`src/rtl/fetch_pkg.sv`:
```
// Shared types and width helpers for the fetch predictor.
//   bht_cnt_t   : 2-bit saturating branch-history counter
//   btb_entry_t : one direct-mapped BTB entry (tag/target sized for PKG_XLEN)
package fetch_pkg;

    // Storage width for BTB tag/target fields; the top's XLEN must not exceed it.
    localparam int unsigned PKG_XLEN = 32;

    typedef enum logic [1:0] {
        SNT = 2'd0,
        WNT = 2'd1,
        WT  = 2'd2,
        ST  = 2'd3
    } bht_cnt_t;

    typedef struct packed {
        logic                valid;
        logic [PKG_XLEN-1:0] tag;
        logic [PKG_XLEN-1:0] target;
        logic                is_jump;
    } btb_entry_t;

    // Index width of a table with the given (power-of-2) entry count.
    function automatic int unsigned idx_w(input int unsigned entries);
        return $clog2(entries);
    endfunction

    // Tag width: everything above the index and the two word-offset bits.
    function automatic int unsigned tag_w(input int unsigned xlen, input int unsigned entries);
        return xlen - idx_w(entries) - 2;
    endfunction

    // Saturating counter step towards the resolved direction.
    function automatic bht_cnt_t bht_next(input bht_cnt_t cnt, input logic taken);
        case (cnt)
            SNT:     return taken ? WNT : SNT;
            WNT:     return taken ? WT  : SNT;
            WT:      return taken ? ST  : WNT;
            ST:      return taken ? ST  : WT;
            default: return WNT;
        endcase
    endfunction

endpackage

```
`src/rtl/bht_table.sv`:
```
// Branch history table: array of 2-bit saturating counters.
//   clk_i, rst_ni        : clock, async active-low reset (counters -> WNT)
//   rd_idx_i, rd_cnt_c_o : combinational read port
//   upd_en_i, upd_idx_i,
//   upd_taken_i          : saturating increment/decrement at the clock edge
module bht_table
    import fetch_pkg::*;
#(
    parameter  int unsigned ENTRIES = 64,
    localparam int unsigned IDX_W   = idx_w(ENTRIES)
) (
    input  logic             clk_i,
    input  logic             rst_ni,
    input  logic [IDX_W-1:0] rd_idx_i,
    output bht_cnt_t         rd_cnt_c_o,
    input  logic             upd_en_i,
    input  logic [IDX_W-1:0] upd_idx_i,
    input  logic             upd_taken_i
);

    bht_cnt_t cnt_q [ENTRIES];
    bht_cnt_t cnt_d;

    // Read returns the pre-update value when read and write hit the same entry.
    assign rd_cnt_c_o = cnt_q[rd_idx_i];

    always_comb begin
        cnt_d = bht_next(cnt_q[upd_idx_i], upd_taken_i);
    end

    always_ff @(posedge clk_i or negedge rst_ni) begin
        if (!rst_ni) begin
            for (int unsigned i = 0; i < ENTRIES; i++) begin
                cnt_q[IDX_W'(i)] <= WNT;
            end
        end else if (upd_en_i) begin
            cnt_q[upd_idx_i] <= cnt_d;
        end
    end

endmodule

```
`src/rtl/fetch_predictor.sv`:
```
// Fetch PC unit with BTB + BHT branch prediction and EX-stage redirect.
//   clk, rst (async active-low)
//   stall                       : hold PC unless a redirect is pending
//   upd_*                       : resolved control-flow info from EX
//   pc, pc_plus4                : current fetch PC and its sequential successor
//   pred_taken, pred_target     : combinational prediction for pc
//   flush                       : registered, one cycle after each redirect
//   perf_branches/mispredicts   : saturating event counters
module fetch_predictor
    import fetch_pkg::*;
#(
    parameter int unsigned     XLEN        = 32,
    parameter int unsigned     BHT_ENTRIES = 64,
    parameter int unsigned     BTB_ENTRIES = 16,
    parameter logic [XLEN-1:0] RESET_PC    = '0,
    parameter int unsigned     PERF_W      = 32
) (
    input  logic              clk,
    input  logic              rst,
    input  logic              stall,
    input  logic              upd_valid,
    input  logic [XLEN-1:0]   upd_pc,
    input  logic              upd_is_jump,
    input  logic              upd_taken,
    input  logic [XLEN-1:0]   upd_target,
    input  logic              upd_mispredict,
    output logic [XLEN-1:0]   pc,
    output logic [XLEN-1:0]   pc_plus4,
    output logic              pred_taken,
    output logic [XLEN-1:0]   pred_target,
    output logic              flush,
    output logic [PERF_W-1:0] perf_branches,
    output logic [PERF_W-1:0] perf_mispredicts
);

    localparam int unsigned BHT_IDX_W = idx_w(BHT_ENTRIES);
    localparam int unsigned BTB_IDX_W = idx_w(BTB_ENTRIES);
    localparam int unsigned TAG_W     = tag_w(XLEN, BTB_ENTRIES);

    logic [XLEN-1:0]   pc_q, pc_d;
    logic              flush_q, flush_d;
    logic [PERF_W-1:0] perf_br_q, perf_br_d;
    logic [PERF_W-1:0] perf_mp_q, perf_mp_d;
    btb_entry_t        btb_q [BTB_ENTRIES];

    // Lookup side, driven from the registered PC
    logic [BTB_IDX_W-1:0] btb_rd_idx;
    logic [PKG_XLEN-1:0]  btb_rd_tag;
    btb_entry_t           btb_rd;
    logic                 btb_hit;
    bht_cnt_t             bht_rd_cnt;
    logic                 bht_pred_taken;

    // Update side
    logic [BTB_IDX_W-1:0] btb_wr_idx;
    logic [PKG_XLEN-1:0]  btb_wr_tag;
    logic                 redirect;
    logic [XLEN-1:0]      redirect_pc;

    assign btb_rd_idx = pc_q[BTB_IDX_W+1:2];
    assign btb_rd_tag = PKG_XLEN'(pc_q[XLEN-1 -: TAG_W]);
    assign btb_rd     = btb_q[btb_rd_idx];
    assign btb_hit    = btb_rd.valid && (btb_rd.tag == btb_rd_tag);

    bht_table #(
        .ENTRIES (BHT_ENTRIES)
    ) u_bht (
        .clk_i       (clk),
        .rst_ni      (rst),
        .rd_idx_i    (pc_q[BHT_IDX_W+1:2]),
        .rd_cnt_c_o  (bht_rd_cnt),
        .upd_en_i    (upd_valid && !upd_is_jump),
        .upd_idx_i   (upd_pc[BHT_IDX_W+1:2]),
        .upd_taken_i (upd_taken)
    );

    assign bht_pred_taken = (bht_rd_cnt == WT) || (bht_rd_cnt == ST);

    assign pc_plus4    = pc_q + XLEN'(4);
    assign pred_taken  = btb_hit && (btb_rd.is_jump || bht_pred_taken);
    assign pred_target = btb_hit ? XLEN'(btb_rd.target) : pc_plus4;

    assign redirect    = upd_valid && upd_mispredict;
    assign redirect_pc = upd_taken ? upd_target : (upd_pc + XLEN'(4));

    // Next-PC select: EX redirect beats stall beats prediction
    always_comb begin
        pc_d = pc_plus4;
        if (redirect) begin
            pc_d = redirect_pc;
        end else if (stall) begin
            pc_d = pc_q;
        end else if (pred_taken) begin
            pc_d = pred_target;
        end
    end

    // Flush and saturating performance counters
    always_comb begin
        flush_d   = redirect;
        perf_br_d = perf_br_q;
        perf_mp_d = perf_mp_q;
        if (upd_valid && (perf_br_q != '1)) begin
            perf_br_d = perf_br_q + PERF_W'(1);
        end
        if (redirect && (perf_mp_q != '1)) begin
            perf_mp_d = perf_mp_q + PERF_W'(1);
        end
    end

    always_ff @(posedge clk or negedge rst) begin
        if (!rst) begin
            pc_q      <= RESET_PC;
            flush_q   <= 1'b0;
            perf_br_q <= '0;
            perf_mp_q <= '0;
        end else begin
            pc_q      <= pc_d;
            flush_q   <= flush_d;
            perf_br_q <= perf_br_d;
            perf_mp_q <= perf_mp_d;
        end
    end

    assign btb_wr_idx = upd_pc[BTB_IDX_W+1:2];
    assign btb_wr_tag = PKG_XLEN'(upd_pc[XLEN-1 -: TAG_W]);

    // BTB allocate/replace on every taken resolution; not-taken leaves it alone
    always_ff @(posedge clk or negedge rst) begin
        if (!rst) begin
            for (int unsigned i = 0; i < BTB_ENTRIES; i++) begin
                btb_q[BTB_IDX_W'(i)] <= '0;
            end
        end else if (upd_valid && upd_taken) begin
            btb_q[btb_wr_idx] <= '{valid:   1'b1,
                                   tag:     btb_wr_tag,
                                   target:  PKG_XLEN'(upd_target),
                                   is_jump: upd_is_jump};
        end
    end

    assign pc               = pc_q;
    assign flush            = flush_q;
    assign perf_branches    = perf_br_q;
    assign perf_mispredicts = perf_mp_q;

endmodule

```
`config.mk`:
```
export PLATFORM = sky130hd
export DESIGN_NAME = fetch_predictor
export DESIGN_NICKNAME = d
export VERILOG_FILES = /design/src/rtl/fetch_pkg.sv /design/src/rtl/bht_table.sv /design/src/rtl/fetch_predictor.sv
export SDC_FILE = /design/constraint.sdc
export NUM_CORES = 2
export LEC_CHECK = 0
export ABC_AREA = 1
export BUFFER_PORTS_ARGS = -buffer_cell sky130_fd_sc_hd__buf_4
export CAP_MARGIN = 20
export CELL_PAD_IN_SITES_DETAIL_PLACEMENT = 1
export CELL_PAD_IN_SITES_GLOBAL_PLACEMENT = 1
export CORE_MARGIN = 2
export CORE_UTILIZATION = 40
export DETAILED_ROUTE_END_ITERATION = 10
export HOLD_SLACK_MARGIN = 0.08
export PLACE_DENSITY_LB_ADDON = 0.15
export RECOVER_POWER = 100
export REMOVE_ABC_BUFFERS = 1
export SLEW_MARGIN = 20
export SYNTH_ARGS = -nofsm -noshare
export SYNTH_HDL_FRONTEND = slang
export SYNTH_SLANG_ARGS = --single-unit
```
`constraint.sdc`:
```
create_clock -name clk -period 7.55 [get_ports clk]
set_input_delay 1.51 -clock clk [delete_from_list [all_inputs] [get_ports clk]]
set_output_delay 1.51 -clock clk [all_outputs]
set_load 0.005 [all_outputs]
```
-- Yosys cells after proc, flatten, opt, wreduce, memory -nomap -nowiden
Cells that the tools add are included.
- input port bits: 71
- output and inout port bits: 162
- logic and storage cells: 193
- flip-flop bits (word level): 1281
- equal/unequal tests: 9
- bitwise gates (word level): 4
- $lt $le $gt $ge: 6
- mux-type cells: 25
- reduce and logical (&&, ||, !) cells: 13
- add/sub/neg operators: 4
- operators with widths (kind ; number):
    $bwmux W1056 ; 1
    $bmux W66 S4 ; 1
    $demux W66 S4 ; 1
    $mux W66 ; 3
    $mux W32 ; 5
    $bwmux W128 ; 1
    $add A32 B1 Y32 const B ; 2
    $add A32 B3 Y32 const B ; 2
    $ne A32 B32 Y1 const B ; 2
    $eq A32 B26 Y1 ; 1
    $bmux W2 S6 ; 2
    $ge A7 B7 Y1 const B ; 2
    $mux W2 ; 7
    $not A6 Y7 ; 2
    $demux W2 S6 ; 1
    $ge A5 B5 Y1 const B ; 2
    $not A4 Y5 ; 2
    $logic_and A1 B1 Y1 ; 9
    $eq A2 B2 Y1 const B ; 4
    $pmux W2 S4 ; 1
    $lt A7 B1 Y1 const B ; 1
    $lt A5 B1 Y1 const B ; 1
    $eq A2 B1 Y1 const B ; 1
    $logic_not A2 Y1 ; 1
    4 further kinds ; 6

-- Longest topological paths before layout
- depth after elaboration: 11
- depth in mapped cells: 24
- mapped depth without buffers: 20

-- By module
A second synthesis with hierarchy kept.
- cells, all modules: 7808
- area total of the unflattened synthesis: 58984.1 um^2
- by module, submodules not included (module ; instances ; cells an instance ; area each (um^2)):
    fetch_predictor ; 1 ; 6460 ; 50567.2
    bht_table ; 1 ; 1348 ; 8416.8

-- Worst setup path before layout
OpenSTA, ideal clock, no wires.
- path type: register to output
- start: register pc_q[2] (netlist: pc[2])
- end: output pred_target[10]
- path buffers: 5
- arrival: 2302 ps
- path slack: 3738 ps
- cell stages (with the launch flop): 20
- cell sequence: dfrtp_1 -> buf_4 -> inv_4 -> buf_6 -> buf_4 -> nand2_1 -> nand3_1 -> nand2_1 -> nor2_1 -> nand2_1 -> nand2_1 -> nand2_1 -> nand2_1 -> nand2_1 -> nor2_1 -> nand3_1 -> nor2_4 -> buf_4 -> buf_2 -> a21oi_1
- cells in the longest elaborated chain, start to end: 7
- elaborated cells between the ends (all ways): 8
- RTL lines (what ; RTL line ; text):
    start: declaration ; fetch_predictor.sv:40 ; logic [XLEN-1:0] pc_q, pc_d;
    start signal: assignment ; fetch_predictor.sv:118 ; pc_q <= pc_d;
    $not A4 Y5 (not written as such) ; fetch_predictor.sv:62 ; assign btb_rd = btb_q[btb_rd_idx];
    $bmux W66 S4 ; fetch_predictor.sv:62 ;
    $mux W66 (not written as such) (2 in a row) ; fetch_predictor.sv:62 ;
    $eq A32 B26 Y1 ; fetch_predictor.sv:63 ; assign btb_hit = btb_rd.valid && (btb_rd.tag == btb_rd_tag);
    $logic_and A1 B1 Y1 ; fetch_predictor.sv:63 ;
    $mux W32 (*) ; fetch_predictor.sv:81 ; assign pred_target = btb_hit ? XLEN'(btb_rd.target) : pc_plus4;
    end: declaration ; fetch_predictor.sv:30 ; output logic [XLEN-1:0] pred_target,
Mark *: on every way between the ends. The rest lies on a longest branch, timed or not. The select of a mux whose other input is x is not followed.

-- Worst setup path in the final report
- start: register pc_q[3] (netlist: pc[3])
- end: register pc_q[2] (netlist: pc[2])
- cells in the longest elaborated chain, start to end: 11
- elaborated cells between the ends (all ways): 19
- RTL lines (what ; RTL line ; text):
    $not A6 Y7 (not written as such) ; bht_table.sv:25 ; assign rd_cnt_c_o = cnt_q[rd_idx_i];
    $bmux W2 S6 ; bht_table.sv:25 ;
    $mux W2 (not written as such) (2 in a row) ; bht_table.sv:25 ;
    $eq A2 B2 Y1 ; fetch_predictor.sv:77 ; assign bht_pred_taken = (bht_rd_cnt == WT) || (bht_rd_cnt == ST);
    $logic_or A1 B1 Y1 ; fetch_predictor.sv:77 ;
    $logic_or A1 B1 Y1 ; fetch_predictor.sv:80 ; assign pred_taken = btb_hit && (btb_rd.is_jump || bht_pred_taken);
    $logic_and A1 B1 Y1 ; fetch_predictor.sv:80 ;
    $mux W32 (*) ; fetch_predictor.sv:93 ; end else if (pred_taken) begin
    $mux W32 (*) ; fetch_predictor.sv:91 ; end else if (stall) begin
    $mux W32 (*) ; fetch_predictor.sv:89 ; if (redirect) begin
Marks and branches as above.
A chain may end at the register's enable or synchronous reset.

==> results by group <==
Run status
  • Status: finished, violations left
  • Failing checks: max-capacitance violations, max-slew violations

Global route
  • Initial antenna violation count: 6
  • Maximum number of pins on one net before global-route repair: 221
  • Total Routing Usage GR: 0.308
  • Number of global-route vias before repair: 53300
  • First-pass GRT wire length: 344 mm
  • GRT overflow: 0

Synthesis
  • Yosys reg bits: 1185
  • Top cell type's share of synthesized area: 0.490
  • Synth Area per Inst: 7.78 sq um
  • Top FF cell, synth: dfrtp_1
  • Top cells by area, synth: dfrtp_1 (49%), nand2_1 (15%), o21ai_0 (11%)
  • Most common cell in the netlist: nand2_1
  • Synth cell count leaders: nand2_1 (2308), o21ai_0 (1253), dfrtp_1 (1121)
  • Number of synthesized flops with an enable pin: 0
  • Ys async rst share: 1.00
  • Synth warn: 0
  • Netlist cell types: 46
  • Leading area contributor after synthesis: dfrtp_1
  • Cells after synthesis: 7363
  • Seq/Total Area, Yosys: 0.519
  • Cell area after synthesis: 57300 sq um

Finish
  • Area Growth Syn to Fin: 12.2%
  • Share of layout cells above drive strength 1: 0.0811
  • Nets: 7359

Critical path
  • Critical Path End Type: flip-flop
  • Worst R2R Start: pc[3]
  • Most frequent CP cell: nand2_1
  • CP delay by family, top: buffers and inverters
  • CP max stage delay: 1050 ps
  • CP startpoint: pc[3]
  • Startpoint Class: flip-flop
  • Crit path max-delay cell type: clkbuf_1
  • Cell Chain, Critical Path: inv_6, buf_4, clkbuf_1, o21ai_0, o22ai_1, nand2_1, nand2_1, nand3_1, nand2_1, nand2_1, nand3_1, buf_4, nand3_1, clkbuf_2, nand2_1, nand3_1, a21oi_1
  • R2R Setup Slk: 390 ps
  • Req. time, crit path: 8200 ps
  • Worst R2R Path Depth: 17
  • Critical R2R Capture: pc[2]
  • CP Max Fanout: 72
  • Buf/Inv on CP: 5
  • Crit path DAT: 7810 ps
  • Critical path class: flip-flop to flip-flop

Die
  • FP Rows: 138
  • IO Pins: 233
  • Initial Util: 0.404
  • Die height: 382 um
  • CORE AREA: 142000 sq um
  • Die X-Extent: 382 um
  • Die area: 146000 sq um

Power
  • Comb pwr share: 0.281
  • Overall Power: 21000 uW
  • Sequential share of power: 0.395
  • Power Density: 326 nW/um^2
  • LEAKAGE: 0.0301 uW
  • VDD IR max: 213 uV
  • Sw Ratio: 0.372
  • Internal: 13100 uW
  • Clock group share of total power: 0.323
  • Net load switching power: 7800 uW

CTS
  • CTS Hold Buffers Added: 0
  • Postcts setup bufs: 0
  • Post_cts resized: 0
  • Root Buffer: clkbuf_16
  • Skew-Pair Late Insertion Delay: 790 ps
  • Clk buf depth: 3
  • Clock transition at the registers of the reported paths: 60 ps
  • CTS tree: yes
  • Num CTS Buffers: 141
  • Max H-tree Level: 4
  • Clk sink count: 1185

Drt
  • Via-to-Cell Ratio: 5.67
  • Vias: 52600
  • Final wirelength: 227 mm
  • 1st-pass router iterations: 6
  • DRT iter0 DRCs: 4634
  • ANT nets after route: 0
  • WL/cell: 24.4 um
  • DR DRC count: 0

Timing
  • Final Skew: 34.1 ps
  • Endpoints failing hold: 0
  • Worst-Margin Slew: 3410 ps
  • Unrepaired setup endpoints after global routing: no
  • Period utilisation layout: 0.949
  • Tmin final: 7160 ps
  • Rel. slew slack: -1.27
  • Setup-failing EPs final: 0
  • Slew Viols, Final: 2047
  • Max frequency: 140 MHz
  • Final Worst Setup Slack: 386 ps

Worst hold path
  • Hold Crit Start: btb_q[989]
  • Hold WC Path Type: flip-flop to flip-flop
  • Worst hold path cell count: 2
  • Hold Path Sink: btb_q[989]

Place
  • Setup WS pre-CTS: 1700 ps
  • GPL Wtd Cong: 0.873
  • Port Buf Inserts: 232
  • DP HPWL: 137 mm

Flow run
  • Max Cap Violations: 30
[power groups by stage]
stage / Combinational [uW] / Sequential, uW / Clock, uW
after floorplan: 3290 / 8230 / 0
after global placement: 5750 / 8310 / 0
after detailed placement: 5880 / 8360 / 0
after CTS: 5910 / 8260 / 6880
after global routing: 6500 / 8410 / 7120
final: 5900 / 8280 / 6770
[layer usage]
| layer | vias to the layer above | global-route usage | routed length (um) |
|---|---|---|---|
| met4 | 6 | 0.0921 | 6580 |
| li1 | 23900 | - | - |
| met3 | 369 | 0.0474 | 14200 |
| met2 | 1558 | 0.491 | 103000 |
| met1 | 26800 | 0.433 | 102000 |
| met5 | - | 0 | 30 |
[cell families (layout without fill, tap and decap cells)]
kind of cell / Yosys count / count (layout) / share of synthesized area
DFF: 1185 / 1185 / 0.519
adders and majority gates: 7 / 7 / 0.00153
other: 0 / 2 / 0
AOI/OAI and AO/OA: 1726 / 1726 / 0.160
buffers and inverters: 927 / 952 / 0.0657
xor gates and xnor gates: 95 / 95 / 0.0145
and+or+nand+nor: 3423 / 3423 / 0.239
[through the flow]
step | setup TNS, ps | instances | hold WS, ps | area (sq um) | util
5_1_grt | 0 | 9278 | 477 | 64200 | 0.453
6_report | 0 | 9280 | 456 | 64200 | 0.453
2_1_floorplan | -942820 | 6827 | 419 | 55000 | -
3_3_place_gp | 0 | 9027 | 433 | 60100 | 0.424
3_5_place_dp | 0 | 9027 | 440 | 60100 | 0.424
4_1_cts | 0 | 9277 | 453 | 64600 | 0.456
[worst reg2reg max path, cell delays in order, from the launching register on]
cell	delay [ps]
dfrtp_4	670
inv_6	650
buf_4	480
clkbuf_1	1050
o21ai_0	250
o22ai_1	330
nand2_1	120
nand2_1	110
nand3_1	80
nand2_1	140
nand2_1	60
nand3_1	330
buf_4	610
nand3_1	840
clkbuf_2	670
nand2_1	210
nand3_1	80
a21oi_1	340
[layout make-up]
class | count | area, sq um
fill | 17200 | 77500
clock inverter | 29 | 263
clock buffer | 221 | 4250
inverter | 391 | 1490
antenna | 2 | 5.00
multi-input combinational | 5251 | 23800
tap | 1890 | 2360
timing repair buffer | 311 | 2300
sequential | 1185 | 29700
[worst max path at each step]
stage / end / slack, ps / cells past startpoint
6_report: pc[2] / 390 / 17
3_5_place_dp: pred_target[25] / 1700 / 11
4_1_cts: pred_target[25] / 820 / 11
3_3_place_gp: pred_target[24] / 1810 / 15
5_1_grt: u_bht.cnt_q[48] / 270 / 7
2_1_floorplan: pred_target[0] / -11760 / 13
[placed cells by master (no fill, tap or decap), types with 12 or more instances in the layout]
cell          n
a21oi_1     236
a221oi_1     46
a22oi_1      14
a31oi_1      22
buf_4       130
clkbuf_1     77
clkbuf_16   146
clkbuf_2     16
clkbuf_4    120
clkbuf_8     31
clkinv_2     17
dfrtp_1    1117
dfstp_2      64
inv_1       365
inv_2        12
nand2_1    2295
nand3_1     354
nand4_1      65
nor2_1      588
nor3_1       60
nor4_1       19
o211ai_1     13
o21ai_0    1282
o21ai_1      18
o221ai_1     30
o22ai_1      44
xnor2_1      22
xor2_1       73
[sequential cells by signal (all words and copies together) (netlist names)]
register          cells
btb_q               960
flush                 1
pc                   32
perf_branches        32
perf_mispredicts     32
u_bht.cnt_q         128
(Power assumes the default switching activity.)
